===== config.mk =====
export PLATFORM = sky130hd
export DESIGN_NAME = mux_rr_nx1
export DESIGN_NICKNAME = d
export VERILOG_FILES = /design/src/rtl/mux_rr_nx1.sv
export SDC_FILE = /design/constraint.sdc
export NUM_CORES = 1
export LEC_CHECK = 0
export BUFFER_PORTS_ARGS = -buffer_cell sky130_fd_sc_hd__buf_2
export CORE_MARGIN = 5
export CORE_UTILIZATION = 43
export DETAILED_ROUTE_END_ITERATION = 6
export PLACE_DENSITY_LB_ADDON = 0.2
export SLEW_MARGIN = 15
export SYNTH_ARGS = -nofsm -noshare
export SYNTH_HDL_FRONTEND = slang
export SYNTH_SLANG_ARGS = --single-unit

===== constraint.sdc =====
create_clock -name clk -period 2.3 [get_ports clk]
set_input_delay 0.23 -clock clk [delete_from_list [all_inputs] [get_ports clk]]
set_output_delay 0.23 -clock clk [all_outputs]
set_load 0.05 [all_outputs]

===== src/rtl/mux_rr_nx1.sv =====
// N-channel registered round-robin multiplexer with valid/ready handshake.
// Optional packet lock (in_last-delimited) enabled by defining MUX_RR_PACKET_LOCK_EN.
module mux_rr_nx1 #(
  parameter  int N     = 4,
  parameter  int WIDTH = 8,
  localparam int SELW  = $clog2(N)
) (
  input  logic                 clk,
  input  logic                 rst,
  input  logic [N*WIDTH-1:0]   in_data,
  input  logic [N-1:0]         in_valid,
  input  logic [N-1:0]         in_last,
  output logic [N-1:0]         in_ready,
  output logic [WIDTH-1:0]     out_data,
  output logic                 out_valid,
  output logic [SELW-1:0]      out_sel,
  input  logic                 out_ready
);

  localparam logic [N-1:0] ONE_HOT0 = {{(N-1){1'b0}}, 1'b1};

  logic             w_load;
  logic             w_any;
  logic [N-1:0]     w_req;
  logic [N-1:0]     w_grant;
  logic [SELW-1:0]  w_idx;
  logic [SELW-1:0]  w_next_ptr;

  logic [SELW-1:0]  r_ptr;
  logic [SELW-1:0]  r_out_sel;
  logic [WIDTH-1:0] r_out_data;
  logic             r_out_valid;

  // The output register may take a new beat when empty or being drained this cycle.
  assign w_load = !r_out_valid || out_ready;

`ifdef MUX_RR_PACKET_LOCK_EN
  logic             r_locked;
  logic [SELW-1:0]  r_lock_ch;

  // While a packet is open only its owner is eligible, even if it is idle.
  assign w_req = r_locked ? (in_valid & (ONE_HOT0 << r_lock_ch)) : in_valid;

  always_ff @(posedge clk or posedge rst) begin
    if (rst) begin
      r_locked  <= 1'b0;
      r_lock_ch <= '0;
    end else if (w_load && w_any) begin
      r_locked  <= !in_last[w_idx];
      r_lock_ch <= w_idx;
    end
  end
`else
  assign w_req = in_valid;
  wire w_unused_last = ^in_last;
`endif

  always_comb begin
    int c;
    // NOTE: every comb output gets a default first so no path leaves it unassigned (no latch).
    w_any   = 1'b0;
    w_idx   = '0;
    c       = 0;
    for (int off = 0; off < N; off++) begin
      c = int'(r_ptr) + off;
      if (c >= N) c = c - N;
      if (!w_any && w_req[c]) begin
        w_any = 1'b1;
        w_idx = SELW'(c);
      end
    end
    w_grant = w_any ? (ONE_HOT0 << w_idx) : '0;
  end

  assign w_next_ptr = (w_idx == SELW'(N - 1)) ? '0 : w_idx + SELW'(1);
  assign in_ready   = (rst || !w_load) ? '0 : w_grant;

  always_ff @(posedge clk or posedge rst) begin
    if (rst) begin
      // NOTE: sequential state is updated with <= so all registers see pre-edge values.
      r_out_valid <= 1'b0;
      r_out_data  <= '0;
      r_out_sel   <= '0;
      r_ptr       <= '0;
    end else if (w_load) begin
      if (w_any) begin
        r_out_valid <= 1'b1;
        r_out_data  <= in_data[w_idx*WIDTH +: WIDTH];
        r_out_sel   <= w_idx;
        r_ptr       <= w_next_ptr;
      end else begin
        r_out_valid <= 1'b0;
      end
    end
  end

  assign out_data  = r_out_data;
  assign out_valid = r_out_valid;
  assign out_sel   = r_out_sel;

endmodule


; Yosys cells after proc, flatten, opt, wreduce, memory -nomap -nowiden
; Cells that the tools add are included.
[op_classes]
addsub = 8
mul = 0
div_mod_pow = 0
magnitude_cmp = 8
n_eq_ne = 1
n_shift = 2
mux = 28
n_bitwise = 0
reduce_logical = 11
[op_table]
columns = cell, count
row1 = < comparator 32 x 4 -> 1 bit (second input constant), 4
row2 = 2-to-1 mux 32 bit, 4
row3 = variable part select 32 x 6 -> 8 bit, 1
row4 = 2-to-1 mux 1 bit, 13
row5 = subtractor 3 x 3 -> 4 bit (second input constant), 3
row6 = 2-to-1 mux 2 bit, 5
row7 = greater-or-equal comparator 3 bit (second input constant), 3
row8 = binary-select mux 1 bit (select 2 bit), 4
row9 = 2-to-1 mux 4 bit, 2
row10 = adder 2 x 2 -> 3 bit (second input constant), 2
row11 = logical NOT 1 bit, 5
row12 = left shift 1 x 2 -> 4 bit (first input constant), 1
row13 = subtractor 2 x 3 -> 4 bit (second input constant), 1
row14 = adder 2 x 1 -> 3 bit (second input constant), 1
row15 = greater-or-equal comparator 2 x 3 -> 1 bit (second input constant), 1
row16 = logical AND 1 bit, 3
row17 = adder 2 x 1 -> 2 bit (second input constant), 1
row18 = == test 2 bit (second input constant), 1
row19 = logical OR 1 bit, 2
row20 = AND reduction 2 bit, 1
[totals]
regBits = 13
latch_bits = 0
mem_bits_rw = 0
rom_bits = 0
input_bits = 43
output_inout_bits = 15
word_cells = 62
n_memories = 0

; Depth between registers and ports, before layout
[logic_depth]
ltp_word = 18
mapped_depth = 7

; Worst setup path before layout
; OpenSTA, ideal clock, no wires.
[synth_timing]
path_type = register to output
start = reg r_ptr[1]
end = out in_ready[0]
t_arrival_ns = 2.456
t_required_ns = 2.070
slack_ns = -0.386
stages_incl_launch_ff = 7
path_buffers = 0
path_cell_list = dfrtp_1 -> nand2_1 -> a221o_1 -> and2_2 -> inv_1 -> ha_1 -> nor3b_1
[synth_between]
elab_chain_cells = 18
word_cells_on_any_way = 44
classes_between = add/sub: 7 / order compare: 4 / shift: 1 / mux: 26 / reduce/logical: 6
[synth_lines]
columns = item, line_no
row1 = from (decl), 29  ; logic [SELW-1:0] r_ptr;
row2 = from (signal assigned), 90  ; r_ptr <= w_next_ptr;
row3 = "parallel branches: the longest is 14 deep, another holds subtractor 3 x 3 -> 4 bit", n/a
row4 = 2-to-1 mux 2 bit (*), 67  ; if (!w_any && w_req[c]) begin
row5 = net w_idx[1], 26  ; logic [SELW-1:0] w_idx;
row6 = left shift 1 x 2 -> 4 bit (*), 72  ; w_grant = w_any ? (ONE_HOT0 << w_idx) : '0;
row7 = 2-to-1 mux 4 bit (*), 72
row8 = 2-to-1 mux 4 bit (*), 76  ; assign in_ready = (rst || !w_load) ? '0 : w_grant;
row9 = to (decl), 13  ; output logic [N-1:0] in_ready,
; Mark *: on every way through the listed nets, which the timed path passes. The select of a mux whose other input is x is not followed.

; Worst setup path after layout
; Ends and elaborated chain as after synthesis.

==> reports/metrics.csv <==
stage,metric,value,unit
run_status,status,"complete, no violations",
global_routing,GRT Residual Overflow,0,
power,Seq pwr share,28.6,%
synth,number of enable flip-flop cells after synthesis,0,
setup_path,"Max FO, Critical Path",6,
floorplanning,Die ar.,0.00332,mm²
power,total power,0.00128,W
global_routing,number of global-route vias before repair,950,
floorplanning,IO Pins,58,
route,vias per inst,5.19,
power,Comb pwr share,60.7,%
setup_path,Worst EP required,2.07,ns
place,Placement Setup Slack,0.271,ns
sta,setup TNS,0,ns
power,Net Sw Frac,49.3,%
synth,"Seq/Total Area, Yosys",33.3,%
synth,synth unique cells,29,
layout,Synth-to-Final Area Change,38.6,%
synth,post-synthesis xor/xnor area fraction,0,%
place,Final Wtd Congestion,0.751,
sta,post-layout min period,2.19,ns
power,leakage,0.702,nW
sta,final worst-path setup slack,0.106,ns
setup_path,crit-path cells,"nand2_1, a221o_1, and2_2, inv_1, ha_1, nor3b_4, buf_6",
global_routing,largest net degree at the start of global routing,18,
hold_path,Hold Path Class,in -> async,
synth,Synth Cell Area,976,µm²
route,Post-Route WL,2.50,mm
sta,final setup vio count,0,
global_routing,initial antenna violation count,0,
run,max_cap viols,0,
floorplanning,core area,0.00219,mm²
floorplanning,die width,57.6,µm
clock_tree,H-tree depth,1,
setup_path,kind of critical path,reg -> out,
layout,Layout Nets,205,
route,drt pass-1 iters,3,
sta,final period utilization,95.4,%
sta,Final Hold Viols,0,
global_routing,overall routing resource usage,15.7,%
setup_path,R2R setup slack,0.54,ns
synth,Synth Register Bits,13,
setup_path,Buf/Inv on CP,2,
place,DP HPWL,2.04,mm
route,Routed Antenna Nets,0,
power,clock power share,10.7,%
route,WL/cell,13.5,µm
setup_path,Reg2Reg Depth,6,
route,DR iter-0 viols,16,
place,post-place instance area,0.00129,mm²
setup_path,CP peak stage delay,0.43,ns
setup_path,Worst Setup SP,r_ptr[1],
synth,largest family of logic cells by synthesized area,compound AO/OA/AOI/OAI gates,
sta,slew of the pin with the lowest slew margin,0.490,ns
clock_tree,CTS root buffer,clkbuf_4,
setup_path,"Slowest-stage cell, CP",dfrtp_2,
floorplanning,Die H,57.6,µm
route,via count,960,
place,Port Buffer Count,53,
layout,Layout Cells excl Fill,185,
synth,area share of the largest cell type after synthesis,33.3,%
synth,Post-synth top flop,dfrtp_1,
place,placed cells,180,
power,Psw,0.000631,W
synth,"top cells by area, synth","dfrtp_1 (33%), mux2i_1 (9.2%), o311ai_1 (7.2%), a21boi_0 (6.2%), and3_1 (5.1%)",
synth,post-synthesis compound-gate area fraction,27.2,%
layout,Ant. Diodes,0,
floorplanning,row count,17,
clock_tree,Worst-path clk slew,0.08,ns
sta,Fin Clk Skew,0.000684,ns
synth,Synthesized Nets,147,
setup_path,Worst Setup Start Kind,register,
sta,Slew headroom,67.3,%
clock_tree,CTS tree,done,
sta,fmax,0.456,GHz
synth,largest area contributor in the netlist,dfrtp_1,
synth,Syn Area/Cell,9.76,µm²
synth,most instantiated cells after synthesis,"dfrtp_1 (13), nand2_1 (10), mux2i_1 (9)",
layout,share of cells above drive strength 1,45.9,%
synth,async set-reset flop share out of synthesis,100,%
power,P per Cell Area,947,mW/mm²
clock_tree,total CTS buffers,3,
clock_tree,clk_lat worst skew,0.27,ns
synth,multiplexer area fraction after synthesis,10.4,%
setup_path,CP endpoint kind,output pin,
floorplanning,Initial Utilization,44.5,%
sta,Slew Limit Fails,0,
power,VDD IR max,0.472,mV
synth,cell with the most instances after synthesis,dfrtp_1,
setup_path,worst r2r dst,r_ptr[1],
synth,Ys Warns,0,
synth,simple-gate share of the synthesized area,18.5,%
clock_tree,CTS max path bufs,2,
clock_tree,CTS sink cnt,13,
global_routing,first-pass GRT wire length,4.11,mm
power,P_int,0.000649,W
layout,cell area after layout,0.00135,mm²
setup_path,critical path data arrival time,1.96,ns
route,Post-route DRC,0,
synth,Synth Area in Adders,5.13,%
setup_path,worst r2r src,r_ptr[1],
setup_path,cell family with most CP delay,simple AND/OR/NAND/NOR gates,
synth,Synth Instances,100,
-- flip-flops by register name, indices dropped and copies added (netlist names) --
register   flops
out_valid      1
r_ptr          2
out_sel        2
out_data       8
-- per-stage QoR --
| stage | util, % | hold WS (ns) |
|---|---|---|
| after floorplan | - | 0.107 |
| after global placement | 58.8 | 0.333 |
| after detailed placement | 58.8 | 0.346 |
| after CTS | 60.2 | 0.0453 |
| after global routing | 61.7 | 0.0865 |
| final | 61.7 | 0.0487 |
-- per-layer routing --
metal	part of all wire [%]	routed length, µm	vias up	track usage (%)
met1	46	1140	432	19.9
li1	-	-	492	-
met3	6.3	156	2	1.34
met5	0	0	-	0
met4	1.2	30	0	7.95
met2	47	1170	34	26.5
-- layout by cell type, fill, tap and decap left out, types with 6 or more instances in the layout --
cell,count
buf_2,50
dfrtp_1,12
nand2_1,10
mux2i_1,8
and3_1,8
a21boi_0,8
o311ai_1,8
buf_4,7
o21ai_0,6
-- power groups by stage --
stage,clock network (W),logic (W),registers [W]
floorplan,0,0.000354,0.000595
global placement,0,0.000740,0.000362
detailed placement,0,0.000752,0.000368
CTS,0.000141,0.000756,0.000363
global route,0.000155,0.000841,0.000377
finish,0.000137,0.000777,0.000366
-- how the worst max path moves through the flow --
| stage | endpoint | slack (ns) | depth (start not counted) |
|---|---|---|---|
| after detailed placement | in_ready[1] | 0.27 | 7 |
| after global placement | in_ready[3] | 0.37 | 7 |
| after floorplan | in_ready[0] | 0.11 | 6 |
| after global routing | in_ready[0] | -0.03 | 7 |
| after CTS | in_ready[1] | 0.02 | 7 |
| final | in_ready[0] | 0.11 | 7 |
-- cell type report --
type / count / area (µm²)
timing repair buffer: 58 / 314
sequential: 13 / 327
clock buffer: 4 / 26.3
tap: 28 / 35.0
inverter: 4 / 15.0
fill: 200 / 838
multi-input combinational: 78 / 636
-- cell families after synthesis --
group	Yosys count
fa+ha+maj	4
mux	10
compound gates	33
simple gates	31
flops	13
buf+inv	9
-- repair_timing --
action | CTS | global route
gates resized for setup | 2 | 7
pin swaps | 0 | 1
setup endpoints to repair | 2 | 4
hold buffers | 0 | 0
buffers inserted | 0 | 1
No activity file was read; power rests on OpenSTA's default activity.
